### config.mk
export PLATFORM = sky130hd
export DESIGN_NAME = ahb_lite_master
export DESIGN_NICKNAME = d
export VERILOG_FILES = /design/src/rtl/ahb_pkg.sv /design/src/rtl/ahb_addr_decoder.sv /design/src/rtl/ahb_lite_master.sv
export SDC_FILE = /design/constraint.sdc
export NUM_CORES = 1
export LEC_CHECK = 0
export BUFFER_PORTS_ARGS = -buffer_cell sky130_fd_sc_hd__buf_2
export CORE_MARGIN = 3
export CORE_UTILIZATION = 30
export DETAILED_ROUTE_END_ITERATION = 12
export PLACE_DENSITY_LB_ADDON = 0.25
export SLEW_MARGIN = 20
export SYNTH_ARGS = -nofsm -noshare
export SYNTH_HDL_FRONTEND = slang
export SYNTH_SLANG_ARGS = --single-unit
### constraint.sdc
create_clock -name hclk -period 4.7 [get_ports hclk]
set_clock_uncertainty 0.2 [all_clocks]
set_input_delay 0.94 -clock hclk [delete_from_list [all_inputs] [get_ports hclk]]
set_output_delay 0.94 -clock hclk [all_outputs]
set_load 0.02 [all_outputs]
### src/rtl/ahb_pkg.sv
// Shared AHB-Lite master types: transfer/size encodings, RISC-V funct3 codes,
// master FSM states and the lane steering / load extension helpers.
package ahb_pkg;

    typedef enum logic [1:0] {
        HTRANS_IDLE   = 2'b00,
        HTRANS_NONSEQ = 2'b10
    } htrans_t;

    typedef enum logic [1:0] {
        ST_IDLE = 2'b00,
        ST_ADDR = 2'b01,
        ST_DATA = 2'b10
    } mst_state_t;

    localparam logic [2:0] HSIZE_BYTE = 3'b000;
    localparam logic [2:0] HSIZE_HALF = 3'b001;
    localparam logic [2:0] HSIZE_WORD = 3'b010;

    localparam logic [2:0] FN3_B  = 3'b000;
    localparam logic [2:0] FN3_H  = 3'b001;
    localparam logic [2:0] FN3_W  = 3'b010;
    localparam logic [2:0] FN3_BU = 3'b100;
    localparam logic [2:0] FN3_HU = 3'b101;

    function automatic logic fn3_illegal(input logic [2:0] fn3, input logic write);
        logic bad;
        case (fn3)
            FN3_B, FN3_H, FN3_W: bad = 1'b0;
            FN3_BU, FN3_HU:      bad = write;
            default:             bad = 1'b1;
        endcase
        return bad;
    endfunction

    function automatic logic [2:0] fn3_hsize(input logic [2:0] fn3);
        logic [2:0] sz;
        case (fn3[1:0])
            2'b00:   sz = HSIZE_BYTE;
            2'b01:   sz = HSIZE_HALF;
            default: sz = HSIZE_WORD;
        endcase
        return sz;
    endfunction

    function automatic logic [31:0] store_lanes(input logic [2:0] fn3, input logic [31:0] wdata);
        logic [31:0] lanes;
        case (fn3[1:0])
            2'b00:   lanes = {4{wdata[7:0]}};
            2'b01:   lanes = {2{wdata[15:0]}};
            default: lanes = wdata;
        endcase
        return lanes;
    endfunction

    function automatic logic [31:0] load_extend(input logic [2:0] fn3, input logic [1:0] lane,
                                                input logic [31:0] rdata);
        logic [7:0]  b;
        logic [15:0] h;
        logic [31:0] res;
        b = rdata[{lane, 3'b000} +: 8];
        h = lane[1] ? rdata[31:16] : rdata[15:0];
        case (fn3)
            FN3_B:   res = {{24{b[7]}}, b};
            FN3_H:   res = {{16{h[15]}}, h};
            FN3_BU:  res = {24'h00_0000, b};
            FN3_HU:  res = {16'h0000, h};
            default: res = rdata;
        endcase
        return res;
    endfunction

endpackage

### src/rtl/ahb_addr_decoder.sv
// Region decoder: compares the top address byte with each slave base byte and
// returns a one-hot select (lowest index wins) plus a default-slave flag.
module ahb_addr_decoder #(
    parameter int                      NUM_SLAVES = 2,
    parameter logic [NUM_SLAVES*8-1:0] SLV_BASE   = {8'hB0, 8'hA0}
) (
    input  logic [7:0]            addr_top,
    output logic [NUM_SLAVES-1:0] sel,
    output logic                  dflt
);

    logic found_s;

    // Priority match: the first region hit masks all higher ones
    always_comb begin
        sel     = '0;
        found_s = 1'b0;
        for (int i = 0; i < NUM_SLAVES; i++) begin
            sel[i]  = (addr_top == SLV_BASE[8*i +: 8]) & ~found_s;
            found_s = found_s | sel[i];
        end
    end

    assign dflt = ~found_s;

endmodule

### src/rtl/ahb_lite_master.sv
// Single-beat AHB-Lite master bridge for the core load/store/fetch port.
// Define AHB_MISALIGN_TRAP_EN to reject misaligned half/word requests instead of aligning them.
module ahb_lite_master
    import ahb_pkg::*;
#(
    parameter int                      ADDR_W     = 32,
    parameter int                      NUM_SLAVES = 2,
    parameter logic [NUM_SLAVES*8-1:0] SLV_BASE   = {8'hB0, 8'hA0}
) (
    input  logic                     hclk,
    input  logic                     hresetn,
    input  logic                     req_valid,
    output logic                     req_ready,
    input  logic                     req_write,
    input  logic                     req_instr,
    input  logic [2:0]               req_fn3,
    input  logic [ADDR_W-1:0]        req_addr,
    input  logic [31:0]              req_wdata,
    output logic                     rsp_valid,
    output logic                     rsp_err,
    output logic [31:0]              rsp_rdata,
    output logic [ADDR_W-1:0]        haddr,
    output logic [1:0]               htrans,
    output logic                     hwrite,
    output logic [2:0]               hsize,
    output logic [2:0]               hburst,
    output logic [3:0]               hprot,
    output logic [31:0]              hwdata,
    output logic [NUM_SLAVES-1:0]    hsel,
    output logic                     hready,
    input  logic [NUM_SLAVES-1:0]    hreadyout_s,
    input  logic [NUM_SLAVES-1:0]    hresp_s,
    input  logic [NUM_SLAVES*32-1:0] hrdata_s
);

    mst_state_t            state_r;
    htrans_t               htrans_r;
    logic                  req_ready_r, rsp_valid_r, rsp_err_r;
    logic [31:0]           rsp_rdata_r, hwdata_r, wdata_r;
    logic [ADDR_W-1:0]     haddr_r, addr_algn_s;
    logic                  hwrite_r;
    logic [2:0]            hsize_r, fn3_r;
    logic [3:0]            hprot_r;
    logic [NUM_SLAVES-1:0] hsel_r, dsel_r, dec_sel_s;
    logic                  dec_dflt_s, dflt_r, dflt_done_r, reject_s;
    logic                  hready_s, hresp_mux_s;
    logic [31:0]           hrdata_mux_s;

    ahb_addr_decoder #(
        .NUM_SLAVES (NUM_SLAVES),
        .SLV_BASE   (SLV_BASE)
    ) u_dec (
        .addr_top (req_addr[ADDR_W-1 -: 8]),
        .sel      (dec_sel_s),
        .dflt     (dec_dflt_s)
    );

`ifdef AHB_MISALIGN_TRAP_EN
    logic misalign_s;

    // Flag half/word requests whose low address bits are not aligned
    always_comb begin
        case (req_fn3[1:0])
            2'b01:   misalign_s = req_addr[0];
            2'b10:   misalign_s = |req_addr[1:0];
            default: misalign_s = 1'b0;
        endcase
    end

    assign reject_s    = fn3_illegal(req_fn3, req_write) | misalign_s;
    assign addr_algn_s = req_addr;
`else
    // Force the low address bits to the access alignment
    always_comb begin
        case (req_fn3[1:0])
            2'b01:   addr_algn_s = {req_addr[ADDR_W-1:1], 1'b0};
            2'b10:   addr_algn_s = {req_addr[ADDR_W-1:2], 2'b00};
            default: addr_algn_s = req_addr;
        endcase
    end

    assign reject_s = fn3_illegal(req_fn3, req_write);
`endif

    // Data-phase response mux: latched slave, or the internal two-cycle ERROR slave
    always_comb begin
        hrdata_mux_s = 32'h0000_0000;
        for (int i = 0; i < NUM_SLAVES; i++) begin
            hrdata_mux_s = hrdata_mux_s | (hrdata_s[32*i +: 32] & {32{dsel_r[i]}});
        end
        if (state_r != ST_DATA) begin
            hready_s    = 1'b1;
            hresp_mux_s = 1'b0;
        end else if (dflt_r) begin
            hready_s    = dflt_done_r;
            hresp_mux_s = 1'b1;
        end else begin
            hready_s    = |(hreadyout_s & dsel_r);
            hresp_mux_s = |(hresp_s & dsel_r);
        end
    end

    // Master FSM with registered bus and response outputs
    always_ff @(posedge hclk or negedge hresetn) begin
        if (!hresetn) begin
            state_r     <= ST_IDLE;
            req_ready_r <= 1'b1;
            rsp_valid_r <= 1'b0;
            rsp_err_r   <= 1'b0;
            rsp_rdata_r <= 32'h0000_0000;
            htrans_r    <= HTRANS_IDLE;
            haddr_r     <= '0;
            hwrite_r    <= 1'b0;
            hsize_r     <= HSIZE_WORD;
            hprot_r     <= 4'b0000;
            hwdata_r    <= 32'h0000_0000;
            hsel_r      <= '0;
            dsel_r      <= '0;
            dflt_r      <= 1'b0;
            dflt_done_r <= 1'b0;
            fn3_r       <= 3'b000;
            wdata_r     <= 32'h0000_0000;
        end else begin
            rsp_valid_r <= 1'b0;
            case (state_r)
                ST_IDLE: begin
                    if (req_valid && req_ready_r) begin
                        fn3_r   <= req_fn3;
                        wdata_r <= store_lanes(req_fn3, req_wdata);
                        if (reject_s) begin
                            rsp_valid_r <= 1'b1;
                            rsp_err_r   <= 1'b1;
                            rsp_rdata_r <= 32'h0000_0000;
                        end else begin
                            state_r     <= ST_ADDR;
                            req_ready_r <= 1'b0;
                            htrans_r    <= HTRANS_NONSEQ;
                            haddr_r     <= addr_algn_s;
                            hwrite_r    <= req_write;
                            hsize_r     <= fn3_hsize(req_fn3);
                            hprot_r     <= {2'b00, 1'b1, ~req_instr};
                            hsel_r      <= dec_sel_s;
                            dsel_r      <= dec_sel_s;
                            dflt_r      <= dec_dflt_s;
                        end
                    end
                end
                ST_ADDR: begin
                    state_r     <= ST_DATA;
                    htrans_r    <= HTRANS_IDLE;
                    hsel_r      <= '0;
                    hwdata_r    <= wdata_r;
                    dflt_done_r <= 1'b0;
                end
                ST_DATA: begin
                    dflt_done_r <= 1'b1;
                    if (hready_s) begin
                        state_r     <= ST_IDLE;
                        req_ready_r <= 1'b1;
                        rsp_valid_r <= 1'b1;
                        rsp_err_r   <= hresp_mux_s;
                        rsp_rdata_r <= (hresp_mux_s || hwrite_r) ? 32'h0000_0000
                                     : load_extend(fn3_r, haddr_r[1:0], hrdata_mux_s);
                    end
                end
                default: begin
                    state_r     <= ST_IDLE;
                    req_ready_r <= 1'b1;
                    htrans_r    <= HTRANS_IDLE;
                    hsel_r      <= '0;
                end
            endcase
        end
    end

    assign req_ready = req_ready_r;
    assign rsp_valid = rsp_valid_r;
    assign rsp_err   = rsp_err_r;
    assign rsp_rdata = rsp_rdata_r;
    assign haddr     = haddr_r;
    assign htrans    = htrans_r;
    assign hwrite    = hwrite_r;
    assign hsize     = hsize_r;
    assign hburst    = 3'b000;
    assign hprot     = hprot_r;
    assign hwdata    = hwdata_r;
    assign hsel      = hsel_r;
    assign hready    = hready_s;

endmodule

# Yosys cells after proc, flatten, opt, wreduce, memory -nomap -nowiden
# Index checks and enable logic that the tools add are counted.
# word_totals
register_bits	150
output_inout_bits	115
word_cells	105
# op_classes
eq_ne	18
shifts	1
muxes	38
bitwise_logic	13
n_reduce_logical	18
# ops
op	count
$mux W32	4
$pmux W32 S2	2
$pmux W32 S4	1
$and A32 B32 Y32	2
$or A32 B32 Y32	1
$shiftx A32 B6 Y8	1
$eq A8 B8 Y1 const B	2
$mux W16	1
$pmux W2 S2	4
$mux W2	7
$mux W1	13
$eq A3 B3 Y1 const B	4
$ne A2 B2 Y1 const B	5
$reduce_and A3 Y1	3
$pmux W1 S2	4
$reduce_and A4 Y1	2
$eq A3 B1 Y1 const B	2
$logic_not A3 Y1	2
$not A1 Y1	6
$pmux W2 S3	1
$reduce_or A2 Y1	3
$and A2 B2 Y2	2
$eq A2 B1 Y1 const B	2
$eq A2 B2 Y1 const B	2
other kinds (10)	12

# Longest topological paths before layout
# Gate-level depths: netlist (run 1).
# depth
depth_word	8
depth_mapped	11

# By module
# From an unflattened synthesis (run 1), not the netlist that was laid out.
# hier_totals
cells_unflattened	614
area_unflattened_um2	7186.9
# by_module_without_submodules
module	instances	cells_per_inst	area_each_um2
ahb_lite_master	1	609	7135.6
ahb_addr_decoder	1	5	51.3

# Worst setup path before layout (run 1)
# No wires, ideal clock.
# synth_timing
kind	input -> register
startpoint	in req_fn3[0]
endpoint	reg rsp_rdata_r[7] (netlist: rsp_rdata[7])
arrival_time_ns	2.309
slack_ns	2.081
stages	8
n_path_buf	2
path_cell_list	inv_1 ha_1 buf_2 o2bb2ai_1 a32o_1 nand2_1 buf_2 o41ai_1
# synth_via
elab_chain_cells	5
word_cells_on_any_way	10
classes_between	eq/ne (5); mux (1); reduce/logical (4)
# synth_rtl
element	line	rtl
start, declared	ahb_lite_master.sv:16	input logic [2:0] req_fn3,
$eq A3 B1 Y1 (tied with other cells)	ahb_pkg.sv:28	case (fn3)
$reduce_or A3 Y1 / $reduce_or A2 Y1 (equally long branches)	ahb_pkg.sv:28	
$pmux W1 S2 (*)	ahb_pkg.sv:28	
$ne A2 B2 Y1 (no line) (*)	-	
$reduce_and A4 Y1 (no line) (*)	-	
end signal, assigned	ahb_lite_master.sv:162	rsp_rdata_r <= (hresp_mux_s || hwrite_r) ? 32'h0000_0000
end, declared	ahb_lite_master.sv:39	logic [31:0] rsp_rdata_r, hwdata_r, wdata_r;
# Every way passes the cells marked *; elsewhere a longest branch is shown, timed or not.
# A chain may end at the register's enable or synchronous reset.

# Worst setup path after layout (run 1)
# layout_timing
startpoint	reg dsel_r[0]
endpoint	out hready
# layout_via
elab_chain_cells	4
# layout_rtl
element	line	rtl
start, declared	ahb_lite_master.sv:44	logic [NUM_SLAVES-1:0] hsel_r, dsel_r, dec_sel_s;
start signal, assigned	ahb_lite_master.sv:143	dsel_r <= dec_sel_s;
$and A2 B2 Y2	ahb_lite_master.sv:98	hready_s = |(hreadyout_s & dsel_r);
$reduce_or A2 Y1	ahb_lite_master.sv:98	
$mux W1	ahb_lite_master.sv:94	end else if (dflt_r) begin
$mux W1	ahb_lite_master.sv:91	if (state_r != ST_DATA) begin
end, declared	ahb_lite_master.sv:30	output logic hready,
# Every way passes these cells.

==> results of run 1 <==
==> flip-flops by register name, indices dropped and copies added, names as in the netlist, 2 cells and up <==
name	cells
state_r	2
wdata_r	32
fn3_r	3
dsel_r	2
rsp_rdata	32
hprot	2
haddr	32
hsize	2
hsel	2
hwdata	32
==> worst min-delay path by stage <==
stage / start / cells past startpoint / slack (ns) / to
after floorplan: wdata_r[0] / 2 / 0.24 / wdata_r[0]
after global placement: hprot[1] / 1 / 0.25 / hprot[1]
after detailed placement: hprot[1] / 1 / 0.25 / hprot[1]
after CTS: haddr[22] / 2 / 0.27 / haddr[22]
after global routing: wdata_r[4] / 2 / 0.30 / wdata_r[4]
final: haddr[22] / 2 / 0.27 / haddr[22]
==> metal layers <==
metal | up-vias | routed length, um | part of all wire | global-route usage
met4 | 6 | 322 | 0.015 | 0.0446
met5 | - | 32 | 0.0015 | 0
met3 | 24 | 1430 | 0.069 | 0.0580
met1 | 2729 | 9510 | 0.46 | 0.215
li1 | 2849 | - | - | -
met2 | 195 | 9560 | 0.46 | 0.258
==> worst max-delay path, stage by stage, from the launching register on <==
cell	delay, ns
sky130_fd_sc_hd__dfrtp_1	0.93
sky130_fd_sc_hd__a22oi_1	0.22
sky130_fd_sc_hd__o21ai_1	0.28
sky130_fd_sc_hd__nor2_2	0.10
sky130_fd_sc_hd__inv_1	0.11
sky130_fd_sc_hd__buf_2	0.19
==> power by group through the flow <==
stage	combinational, mW	clock [mW]	sequential [mW]
2_1_floorplan	0.0342	0	1.30
3_3_place_gp	0.137	0	1.30
3_5_place_dp	0.138	0	1.30
4_1_cts	0.138	1.49	1.27
5_1_grt	0.153	1.55	1.27
6_report	0.135	1.44	1.27
==> metrics by stage <==
stage	std cells	hold WS (ns)	total power, mW	instance area [um2]	util
final	1241	0.269	2.85	9070	0.398
after CTS	1239	0.274	2.90	9070	0.398
after detailed placement	1207	0.249	1.44	8440	0.371
after global placement	1207	0.249	1.43	8440	0.371
after floorplan	691	0.240	1.33	7040	-
after global routing	1241	0.300	2.98	9070	0.398
==> synthesized netlist by cell type (7+ instances only) <==
| master | n |
|---|---|
| sky130_fd_sc_hd__dfrtp_1 | 146 |
| sky130_fd_sc_hd__inv_1 | 10 |
| sky130_fd_sc_hd__a22oi_1 | 17 |
| sky130_fd_sc_hd__a22oi_2 | 11 |
| sky130_fd_sc_hd__o31ai_1 | 7 |
| sky130_fd_sc_hd__ha_1 | 8 |
| sky130_fd_sc_hd__mux2_2 | 35 |
| sky130_fd_sc_hd__a21o_1 | 9 |
| sky130_fd_sc_hd__a221o_1 | 7 |
| sky130_fd_sc_hd__buf_2 | 10 |
| sky130_fd_sc_hd__mux2i_1 | 15 |
| sky130_fd_sc_hd__o21ai_0 | 22 |
| sky130_fd_sc_hd__a31oi_1 | 9 |
| sky130_fd_sc_hd__o21ai_1 | 24 |
| sky130_fd_sc_hd__a221oi_1 | 31 |
| sky130_fd_sc_hd__buf_4 | 12 |
| sky130_fd_sc_hd__nor2_1 | 35 |
| sky130_fd_sc_hd__or4_1 | 7 |
| sky130_fd_sc_hd__clkbuf_1 | 23 |
| sky130_fd_sc_hd__nand2_1 | 193 |
==> final cells by class <==
type                       instances  area, um2  area share
antenna                            2       5.00    0.000551
clock buffer                      17        425      0.0469
clock inverter                    15        204      0.0225
inverter                          11       41.3     0.00455
multi-input combinational        477       2960       0.327
sequential                       148       3710       0.408
tap                              313        392      0.0432
timing repair buffer             258       1340       0.147
==> cell families (layout without fill, tap and decap cells) <==
| logic type | count (synthesis) | after routing | synth area share |
|---|---|---|---|
| simple gates | 257 | 257 | 0.153 |
| compound gates | 155 | 155 | 0.173 |
| flops | 148 | 148 | 0.528 |
| buf+inv | 66 | 301 | 0.0540 |
| mux | 50 | 50 | 0.0776 |
| fa+ha+maj | 8 | 8 | 0.0143 |
| other cells | 1 | 9 | 0.000534 |
==> qor.tcl, run 1 <==
set qor(outcome) {finished, final reports clean}
set qor(cts_tree) {yes}
set qor(critical_path.reg2reg.endpoint) {rsp_rdata[16]}
set qor(yosys-top-cells-area) {sky130_fd_sc_hd__dfrtp_1 52%, sky130_fd_sc_hd__nand2_1 10%, sky130_fd_sc_hd__mux2_2 5.6%}
set qor(path_clk_slew_ns) 0.06
set qor(mostFrequentLayoutCell) {sky130_fd_sc_hd__buf_2}
set qor(seqPwrFrac) 0.446
set qor(crit_path_max_fanout) 23
set qor(synth.ff_latch_count) 148
set qor(globalRouteTotalUtil) 0.163
set qor(clkSinkCount) 148
set qor(drtAntennaViolNets) 0
set qor(power.static_leakage_nw) 4.79
set qor(layout_common_cells) {246 x sky130_fd_sc_hd__buf_2, 192 x sky130_fd_sc_hd__nand2_1, 146 x sky130_fd_sc_hd__dfrtp_1}
set qor(ys_warn_count) 0
set qor(final_nets) 1061
set qor(cts_hold_buf) 0
set qor(ys_dominant_reg_cell) {sky130_fd_sc_hd__dfrtp_1}
set qor(worst-endpoint-arrival_ns) 2.25
set qor(critical_path.endpoint_type) {output pin}
set qor(worst_setup_path_endpoint) {hready}
set qor(power_switching_share) 0.247
set qor(finalSetupViolCount) 0
set qor(intPower_mw) 2.15
set qor(power.ir.vdd_worst_mv) 0.173
set qor(via_count_of_the_first_global_routing_pass) 5777
set qor(dp_slack_ns) 1.05
set qor(clock_power_share) 0.506
set qor(synth_area_mm2) 0.00702
set qor(grt_antenna_before_repair) 5
set qor(port_buffers) 247
set qor(synth.avg_cell_area_um2) 10.2
set qor(min_period_over_period) 0.721
set qor(net_switching_mw) 0.704
set qor(synthesis.instances) 685
set qor(clock_tree.root_cell) {sky130_fd_sc_hd__clkbuf_16}
set qor(synth-edff-count) 0
set qor(layout-drive-gt1-share) 0.380
set qor(detailroute.via_count) 5803
set qor(cp-start-kind) {flop}
set qor(hold_path.class) {flop to flop}
set qor(core_area_mm2) 0.0228
set qor(reg2regPathDepth) 7
set qor(std_cell_rows) 55
set qor(final-max-slew-violation-count) 0
set qor(initial_drc_count) 288
set qor(synth_top_area_frac) 0.521
set qor(detail_route.vias_per_cell) 4.68
set qor(cts_max_path_buffers) 2
set qor(fillCellCount) 2293
set qor(clk-insertion-delay-late_ns) 0.42
set qor(grt_remaining_overflow) 0
set qor(cts_buffers) 17
set qor(grt_pass1_wl_um) 32900
set qor(slew_headroom) 0.400
set qor(count_of_max_cap_constraint_violations) 0
set qor(crit_start) {dsel_r[0]}
set qor(p_per_area_mw_per_mm2) 314
set qor(wl_um) 20900
set qor(rrSetupSlack_ns) 1.83
set qor(timing.setup.tns_ns) 0
set qor(fp.dieH_um) 159
set qor(gpl.final_weighted_congestion) 0.797
set qor(die-width_um) 159
set qor(synth-async-reset-ratio) 1.00
set qor(timing.setup.critical_path_class) {flop to output pin}
set qor(timing_hold_violations_final) 0
set qor(yosys.cell_types.count) 54
set qor(critical_path_required_ns) 3.56
set qor(r2r_start) {dsel_r[0]}
set qor(cts_repair_resize_count) 0
set qor(fin_ws_ns) 1.31
set qor(synth_top_cell_by_area) {sky130_fd_sc_hd__dfrtp_1}
set qor(postCtsSetupBuffers) 0
set qor(rsz_0062_raised_after_global_routing) {false}
set qor(boundaryPins) 255
set qor(hpwlAfterDp_um) 15300
set qor(initial_core_util) 0.308
set qor(design.die.area_mm2) 0.0253
set qor(min_period_ns) 3.39
set qor(seq_area_frac_synth) 0.528
set qor(grt_max_degree) 90
set qor(max_freq_ghz) 0.295
set qor(area_growth_pct) 29.3
set qor(first_pass_iters) 4
set qor(route.detailed.wl_per_inst_um) 16.8
set qor(cts_max_level) 4
set qor(post-route-drc-count) 0
set qor(pwr-share-comb) 0.047
set qor(worst_slew_pin_slew_ns) 0.900
Power figures use the tool's default switching activity.
==> run 2: changes to the inputs <==
==> constraint.sdc (replaced) <==
create_clock -name hclk -period 3.2 [get_ports hclk]
set_clock_uncertainty 0.2 [all_clocks]
set_input_delay 0.64 -clock hclk [delete_from_list [all_inputs] [get_ports hclk]]
set_output_delay 0.64 -clock hclk [all_outputs]
set_load 0.02 [all_outputs]
==> run 2 against run 1 <==
Die area is the same. Cell count grew 0.89%. Routed wire length up 1.6%. Combinational power grew 51%. Cell area increased by 0.59%. Clock power increased by 39%. Sequential share of layout area fell by 0.24 points. Non-clock buffer count up 9. Critical endpoint unchanged. Worst hold slack got worse by 0.27 ns.
==> qor.tcl, run 2 (synthesis results as in run 1) <==
set qor(finalSetupViolCount) 0 ;# unchanged
set qor(layout_common_cells) {246 x sky130_fd_sc_hd__buf_2, 192 x sky130_fd_sc_hd__nand2_1, 146 x sky130_fd_sc_hd__dfrtp_1}
set qor(final-instance-count-excl-fill) 1252 ;# +0.89%
set qor(hpwlAfterDp_um) 15500 ;# +1.2%
set qor(worst_slew_pin_slew_ns) 0.808 ;# -0.0919 ns
set qor(grt_remaining_overflow) 0 ;# unchanged
set qor(postCtsSetupBuffers) 0 ;# unchanged
set qor(globalRouteTotalUtil) 0.168 ;# +0.00498
set qor(cts_tree) {yes}
set qor(max_freq_ghz) 0.359
set qor(core_area_mm2) 0.0228 ;# unchanged
set qor(detailroute.via_count) 5882 ;# +1.4%
set qor(cts_hold_buf) 0 ;# unchanged
set qor(fp.dieH_um) 159 ;# unchanged
set qor(placed_cells_incl_taps) 1216 ;# +0.75%
set qor(path_clk_slew_ns) 0.07 ;# about the same
set qor(fillCellCount) 2325 ;# +1.4%
set qor(critical_path_required_ns) 2.36 ;# -1.20 ns
set qor(power.ir.vdd_worst_mv) 0.317 ;# +83%
set qor(crit_start) {state_r[0]}
set qor(mostFrequentLayoutCell) {sky130_fd_sc_hd__buf_2}
set qor(worst-endpoint-arrival_ns) 1.95 ;# -0.30 ns
set qor(grt_antenna_before_repair) 6 ;# +1
set qor(min_period_over_period) 0.870
set qor(cts_repair_resize_count) 0 ;# unchanged
set qor(first_pass_iters) 5 ;# +1
set qor(slew_headroom) 0.462 ;# +0.0613
set qor(final_nets) 1070 ;# +0.85%
set qor(cts_max_path_buffers) 2 ;# unchanged
set qor(detail_route.vias_per_cell) 4.70 ;# +0.47%
set qor(cts_max_level) 4 ;# unchanged
set qor(seqPwrFrac) 0.459 ;# +0.013
set qor(clk-insertion-delay-late_ns) 0.41 ;# about the same
set qor(critical_path.endpoint_type) {output pin}
set qor(initial_core_util) 0.308 ;# unchanged
set qor(power.static_leakage_nw) 4.83 ;# +0.83%
set qor(p_per_area_mw_per_mm2) 446 ;# +42%
set qor(power_switching_share) 0.248 ;# +0.00135
set qor(hold_path.class) {primary input to asynchronous set/reset pin}
set qor(outcome) {finished, final reports clean}
set qor(timing_hold_violations_final) 0 ;# unchanged
set qor(cts_buffers) 17 ;# unchanged
set qor(timing.setup.tns_ns) 0 ;# unchanged
set qor(count_of_max_cap_constraint_violations) 0 ;# unchanged
set qor(gpl.final_weighted_congestion) 0.777 ;# -2.5%
set qor(grt_max_degree) 67 ;# -26%
set qor(design.die.area_mm2) 0.0253 ;# unchanged
set qor(crit_path_max_fanout) 11 ;# -52%
set qor(min_period_ns) 2.79
set qor(port_buffers) 247 ;# unchanged
set qor(via_count_of_the_first_global_routing_pass) 6034 ;# +4.4%
set qor(post-route-drc-count) 0 ;# unchanged
set qor(clock_tree.root_cell) {sky130_fd_sc_hd__clkbuf_16}
set qor(route.detailed.wl_per_inst_um) 16.9 ;# +0.71%
set qor(finalCoreUtilization) 0.401 ;# +0.00236
set qor(cp-start-kind) {flop}
set qor(r2r_start) {state_r[0]}
set qor(boundaryPins) 255 ;# unchanged
set qor(clkSinkCount) 148 ;# unchanged
set qor(pwr-share-comb) 0.050 ;# +0.003
set qor(intPower_mw) 3.06 ;# +43%
set qor(clock_power_share) 0.491 ;# -0.015
set qor(initial_drc_count) 308 ;# +6.9%
set qor(timing.setup.critical_path_class) {flop to output pin}
set qor(layout-drive-gt1-share) 0.386 ;# +0.00597
set qor(net_switching_mw) 1.01 ;# +44%
set qor(drtAntennaViolNets) 0 ;# unchanged
set qor(wl_um) 21200 ;# +1.6%
set qor(final-max-slew-violation-count) 0 ;# unchanged
set qor(area_growth_pct) 30.1
set qor(rsz_0062_raised_after_global_routing) {false}
set qor(std_cell_rows) 55 ;# unchanged
set qor(grt_pass1_wl_um) 34200 ;# +4.1%
set qor(die-width_um) 159 ;# unchanged
## run 2: cell types whose count changed in the layout (fill, tap and decap cells not counted), sizes merged
cell | before | now
inv | 21 | 20
buf | 258 | 267
clkinv | 3 | 5
diode | 2 | 4
bufinv | 2 | 1
## run 2: critical path, cell delays in order, from the launching register on
cell and delay, ns:
sky130_fd_sc_hd__dfrtp_1 0.40, sky130_fd_sc_hd__inv_1 0.11, sky130_fd_sc_hd__ha_1 0.39, sky130_fd_sc_hd__inv_1 0.10
sky130_fd_sc_hd__nor2_2 0.21, sky130_fd_sc_hd__inv_1 0.14, sky130_fd_sc_hd__buf_2 0.18
## run 2: layer usage
layer	share of wire	vias up	global-route usage
met5	0.0015	-	0
met4	0.017	6	0.0521
met2	0.47	218	0.268
met1	0.44	2774	0.221
li1	-	2861	-
met3	0.069	23	0.0520
## run 2: per-stage QoR
stage               setup slack [ns]  cell area [um2]  hold WS, ns  total power, mW
floorplan                      0.881             7040        0.144             1.96
global placement               0.571             8530        0.249             2.11
detailed placement             0.559             8530        0.253             2.11
CTS                            0.341             9120       0.0288             4.15
global route                   0.275             9130       0.0509             4.25
finish                         0.415             9130      0.00170             4.07
## run 2: power by group through the flow
stage / Sequential, mW / Clock, mW / Combinational [mW]
global route: 1.87 / 2.15 / 0.229
CTS: 1.87 / 2.07 / 0.209
floorplan: 1.91 / 0 / 0.0502
detailed placement: 1.91 / 0 / 0.208
global placement: 1.91 / 0 / 0.207
finish: 1.87 / 2.00 / 0.204
## run 2: final cells by class
cell class	count	area, um2	share of cell area
Antenna cell	4	10.0	0.00110
Clock buffer	17	425	0.0466
Clock inverter	15	160	0.0175
Inverter	11	41.3	0.00452
Multi-Input combinational cell	477	2960	0.325
Sequential cell	148	3710	0.406
Tap cell	313	392	0.0429
Timing Repair Buffer	267	1430	0.157
## run 2: path summary, 6_finish.rpt
| kind | cells past startpoint | slack, ns | endpoint |
|---|---|---|---|
| worst min-delay path | 1 | 0.002 | rsp_rdata[24] |
| worst max-delay path | 6 | 0.41 | hready |
| worst max register to register | 7 | 0.76 | rsp_rdata[28] |
| min in group hclk | 2 | 0.21 | hprot[0] |
| max in group asynchronous | 2 | 2.01 | req_ready |
| worst min register to register | 2 | 0.27 | haddr[23] |
